### src/rtl/fifo_stream_reader.sv
// Consumer-side engine for a single-clock sync FIFO. On a start pulse it drains
// exactly xfer_len words from the FIFO read port and presents them on a valid/ready
// stream with an end-of-transfer marker. The FIFO's 1-cycle registered read latency
// is absorbed by a 2-entry output buffer, and no read is issued while the FIFO is empty.
module fifo_stream_reader #(
  parameter int unsigned DATA_LEN = 8,
  parameter int unsigned LEN_W    = 8
) (
  input  logic                clk,
  input  logic                sys_rst_n,
  input  logic                start,
  input  logic [LEN_W-1:0]    xfer_len,
  output logic                busy,
  output logic                done,
  output logic                fifo_rd_en,
  input  logic                fifo_empty,
  input  logic                fifo_n_rd_en,
  input  logic [DATA_LEN-1:0] fifo_data,
  output logic [DATA_LEN-1:0] m_data,
  output logic                m_valid,
  input  logic                m_ready,
  output logic                m_last
);

  localparam logic [1:0] StIdle  = 2'd0;
  localparam logic [1:0] StRun   = 2'd1;
  localparam logic [1:0] StDrain = 2'd2;
  localparam logic [1:0] StDone  = 2'd3;

  logic [1:0]          state_q, state_d;
  logic [LEN_W-1:0]    rd_left_q, rd_left_d;
  logic [LEN_W-1:0]    out_left_q, out_left_d;
  logic [1:0]          occ_q, occ_d;
  logic [DATA_LEN-1:0] buf0_q, buf0_d;
  logic [DATA_LEN-1:0] buf1_q, buf1_d;

  logic       pop;
  logic [2:0] occ_after;

  // Stream outputs come straight from the buffer head register.
  always_comb begin
    m_valid = (occ_q != 2'd0);
    m_data  = buf0_q;
    m_last  = m_valid & (out_left_q == LEN_W'(1));
    busy    = (state_q != StIdle);
    done    = (state_q == StDone);
  end

  // Read issue: only when the word it returns next cycle is guaranteed a buffer slot.
  always_comb begin
    pop        = m_valid & m_ready;
    occ_after  = {1'b0, occ_q} + {2'b00, fifo_n_rd_en} - {2'b00, pop};
    fifo_rd_en = (state_q == StRun) & (rd_left_q != '0) & ~fifo_empty & (occ_after < 3'd2);
  end

  // Output buffer: entry 0 is the head; pop and capture together keep occupancy.
  always_comb begin
    buf0_d = buf0_q;
    buf1_d = buf1_q;
    occ_d  = occ_q;
    unique case ({pop, fifo_n_rd_en})
      2'b01: begin
        if (occ_q == 2'd0) begin
          buf0_d = fifo_data;
          occ_d  = 2'd1;
        end else if (occ_q == 2'd1) begin
          buf1_d = fifo_data;
          occ_d  = 2'd2;
        end
      end
      2'b10: begin
        buf0_d = buf1_q;
        occ_d  = occ_q - 2'd1;
      end
      2'b11: begin
        if (occ_q == 2'd1) begin
          buf0_d = fifo_data;
        end else begin
          buf0_d = buf1_q;
          buf1_d = fifo_data;
        end
      end
      default: ;
    endcase
  end

  // Transfer counters and FSM next state.
  always_comb begin
    state_d    = state_q;
    rd_left_d  = rd_left_q;
    out_left_d = out_left_q;
    if (fifo_rd_en) begin
      rd_left_d = rd_left_q - LEN_W'(1);
    end
    if (pop && (out_left_q != '0)) begin
      out_left_d = out_left_q - LEN_W'(1);
    end
    unique case (state_q)
      StIdle: begin
        if (start) begin
          rd_left_d  = xfer_len;
          out_left_d = xfer_len;
          state_d    = (xfer_len == '0) ? StDone : StRun;
        end
      end
      StRun: begin
        if (fifo_rd_en && (rd_left_q == LEN_W'(1))) begin
          state_d = StDrain;
        end
      end
      StDrain: begin
        // Last word leaves this cycle: buffer empty and nothing in flight.
        if (out_left_d == '0) begin
          state_d = StDone;
        end
      end
      StDone: begin
        state_d = StIdle;
      end
      default: state_d = StIdle;
    endcase
  end

  // State registers.
  always_ff @(posedge clk or negedge sys_rst_n) begin
    if (!sys_rst_n) begin
      state_q    <= StIdle;
      rd_left_q  <= '0;
      out_left_q <= '0;
      occ_q      <= 2'd0;
      buf0_q     <= '0;
      buf1_q     <= '0;
    end else begin
      state_q    <= state_d;
      rd_left_q  <= rd_left_d;
      out_left_q <= out_left_d;
      occ_q      <= occ_d;
      buf0_q     <= buf0_d;
      buf1_q     <= buf1_d;
    end
  end

endmodule

### config.mk
export PLATFORM = sky130hd
export DESIGN_NAME = fifo_stream_reader
export DESIGN_NICKNAME = d
export VERILOG_FILES = /design/src/rtl/fifo_stream_reader.sv
export SDC_FILE = /design/constraint.sdc
export NUM_CORES = 1
export LEC_CHECK = 0
export ABC_AREA = 1
export ABC_CLOCK_PERIOD_IN_PS = 3620
export CAP_MARGIN = 20
export CORE_MARGIN = 2
export CORE_UTILIZATION = 55
export CTS_BUF_LIST = sky130_fd_sc_hd__clkbuf_2
export CTS_CLUSTER_DIAMETER = 100
export DETAILED_ROUTE_END_ITERATION = 6
export GPL_TIMING_DRIVEN = 0
export PLACE_DENSITY_LB_ADDON = 0.25
export SKIP_LAST_GASP = 1
export SYNTH_ARGS = -nofsm -noshare
export SYNTH_HDL_FRONTEND = slang
export SYNTH_SLANG_ARGS = --single-unit
### constraint.sdc
create_clock -name clk -period 3.62 [get_ports clk]
set_input_delay 1.086 -clock clk [delete_from_list [all_inputs] [get_ports clk]]
set_output_delay 1.086 -clock clk [all_outputs]
set_load 0.03 [all_outputs]
==> metrics.csv <==
metric,value,unit
CTS root buf,clkbuf_2,
Crit path arrival time,2.57,ns
dpl ws,-1.40,ns
Die Wd,71.0,µm
Max-Slew Margin vs Limit,46.2,%
Synth Net Count,382,
DRT antenna net count,0,
hold path start,m_data[6],
leakage power,1.52,nW
PD cells,762,nW/µm²
CTS tree,built,
GRT overflow,0,
DRC,0,
die area,5040,µm²
synth unique cells,35,
Antenna Cells,0,
nets@finish,437,
floorplan core area,4350,µm²
RSZ-0062 raised after global routing,yes,
clk_lat worst skew,0.39,ns
worst r2r src,occ_q[1],
worst vdd ir,393,µV
crit path launch,m_ready,
total track usage,26.0,%
CP bufs+invs,4,
number of synthesized flops with an enable pin,0,
Synth Flop Type,dfrtp_1,
post-synthesis register bit count,36,
first-pass GRT wire length,10600,µm
Ports,35,
"Seq/Total Area, Yosys",36.5,%
top cell type's share of synthesized area,36.5,%
final-layout fill cell count,346,
Vias/cell,5.63,
num rows,24,
CP max FO,4,
hold_buf cts,0,
Via Count,2561,
Mean Syn Cell Area,7.12,µm²
final instance area,3070,µm²
Mapped Area,2470,µm²
IO Port Bufs,34,
CP Launch Type,primary input,
Clock Skew,0.0173,ns
GPL Wtd Cong,0.867,
worst setup path category,primary input to output pin,
ys async rst share,100,%
Final period util,101,%
Max Clock Freq,273,MHz
largest area contributor in the netlist,dfrtp_1,
setup ws final,-0.0399,ns
share of cells above drive strength 1,12.4,%
crit path capture type,output pin,
Post-DP HPWL,4350,µm
clock sink total,36,
initial antenna violation count,0,
Top Family by Delay on Critical Path,simple AND/OR/NAND/NOR gates,
minimum clock period,3.66,ns
Hold Crit Class,flop to flop,
crit-path cells,buf_6 -> nand2_8 -> inv_8 -> nor2_4 -> o21ai_2 -> fa_1 -> nand2_1 -> nor3_2 -> nand2_1 -> inv_2 -> buf_6,
failing checks,negative setup slack,
H-tree level count,2,
Worst-Margin Slew,0.807,ns
status,finished with violations,
Mapped Cells,347,
final setup vio count,1,
Pre-antenna DRT Iters,5,
slowest CP cell,fa_1,
max cap viols,0,
DR WL/cell,13.8,µm
vias in the first global route,2433,
CTS max path bufs,2,
Layout area overhead,24.3,%
placed cell areas,2870,µm²
DR iter-0 viols,188,
clk slew on worst S/H paths,0.19,ns
final WL,6260,µm
WP data required,2.53,ns
pin count of the biggest net entering global routing,37,
Final Max Slew Viols,0,
initial core utilization,56.7,%
crit-path max cell delay,0.50,ns
Synth warnings,0,
CTS Buf Count,5,
Area contributors post-synth,"dfrtp_1 (36%), nand2_1 (12%), inv_1 (8.8%)",
"Hold Vio Cnt, Final",0,
Die Ht,71.0,µm
## cell type report
| cell class | count | area, µm² | area share (%) |
|---|---|---|---|
| Buffer | 6 | 26.3 | 0.856 |
| Clock buffer | 6 | 30.0 | 0.978 |
| Clock inverter | 2 | 11.3 | 0.367 |
| Inverter | 61 | 236 | 7.70 |
| Multi-Input combinational cell | 243 | 1350 | 43.9 |
| Sequential cell | 36 | 901 | 29.4 |
| Tap cell | 52 | 65.1 | 2.12 |
| Timing Repair Buffer | 49 | 452 | 14.7 |
## kinds of logic after synthesis
| kind of cell | Yosys count | synth area share [%] |
|---|---|---|
| simple gates | 148 | 25.7 |
| compound gates | 75 | 17.6 |
| buf+inv | 68 | 10.8 |
| flops | 36 | 36.5 |
| fa+ha+maj | 13 | 6.89 |
| xor+xnor | 7 | 2.48 |
## power by group
part | internal [mW] | total [mW] | switching, mW
Clock | 0.0482 | 0.184 | 0.136
Sequential | 0.597 | 0.740 | 0.143
Combinational | 0.550 | 1.41 | 0.863
## metrics by stage
step / util, % / instances / hold slack [ns] / setup TNS, ns / total power [mW]
floorplan: - / 347 / 0.490 / 0 / 1.65
global placement: 66.0 / 433 / 0.465 / -2.29 / 1.96
detailed placement: 65.9 / 433 / 0.472 / -2.52 / 2.01
CTS: 70.0 / 452 / 0.514 / -0.0309 / 2.29
global route: 70.5 / 455 / 0.554 / -0.119 / 2.56
finish: 70.5 / 455 / 0.505 / -0.0399 / 2.34
## per-layer routing
layer / GRT usage, % / up-vias / part of all wire [%]
met3: 5.56 / 20 / 6.4
met5: 0 / - / 0
li1: - / 1233 / -
met1: 33.4 / 1211 / 42
met2: 43.1 / 97 / 49
met4: 10.1 / 0 / 2.2
## state kept, by name, summed over array words and instances, names as in the netlist
name        flops
out_left_q      8
state_q         2
rd_left_q       8
occ_q           2
m_data          8
buf1_q          8
## repair_timing
item,CTS,global route
hold endpoints to repair,0,0
pin swaps,8,7
setup buffers,12,3
gates resized for setup,31,0
cloned,0,0
setup endpoints to repair,1,1
## layout by cell type, fill, tap and decap left out, types with 4 or more instances in the layout
| master | n |
|---|---|
| ha_1 | 11 |
| nand3_1 | 12 |
| o22ai_1 | 6 |
| inv_2 | 4 |
| dfrtp_1 | 36 |
| xor2_1 | 5 |
| nor2_1 | 29 |
| o21ai_0 | 36 |
| clkbuf_2 | 6 |
| clkdlybuf4s50_1 | 30 |
| nand4_1 | 5 |
| or2_2 | 6 |
| buf_2 | 4 |
| inv_1 | 56 |
| buf_4 | 15 |
| nand2_1 | 81 |
| o211ai_1 | 8 |
| a21oi_1 | 12 |
## Yosys cell counts, types with 2 or more instances
cell type	number
inv_2	3
o32ai_1	2
nand3b_1	3
or2_2	6
xnor2_1	2
a21oi_1	12
o21ai_0	37
ha_1	12
buf_2	3
nand2_2	2
xor2_1	5
nand2_1	81
o22ai_1	6
o221ai_1	2
nand4_1	5
nor4_1	2
o211ai_1	8
nand3_1	12
dfrtp_1	36
nor2_1	31
o21ai_1	2
o21bai_1	2
clkbuf_1	2
nor3_1	3
inv_1	58
## tightest hold or removal path, cell delays in order (launching register included)
cell     delay, ns
dfrtp_1       0.38
nand2_1       0.05
o21ai_0       0.05
## path summary, 6_finish.rpt
path | cells after the start | slack, ns | end
max | 11 | -0.04 | fifo_rd_en
min | 2 | 0.50 | m_data[6]
max reg2reg | 20 | 0.71 | rd_left_q[5]
min reg2reg | 2 | 0.50 | m_data[6]
max in group asynchronous | 1 | 2.34 | rd_left_q[7]
min in group asynchronous | 1 | 0.75 | m_data[2]
Power figures use the tool's default switching activity.
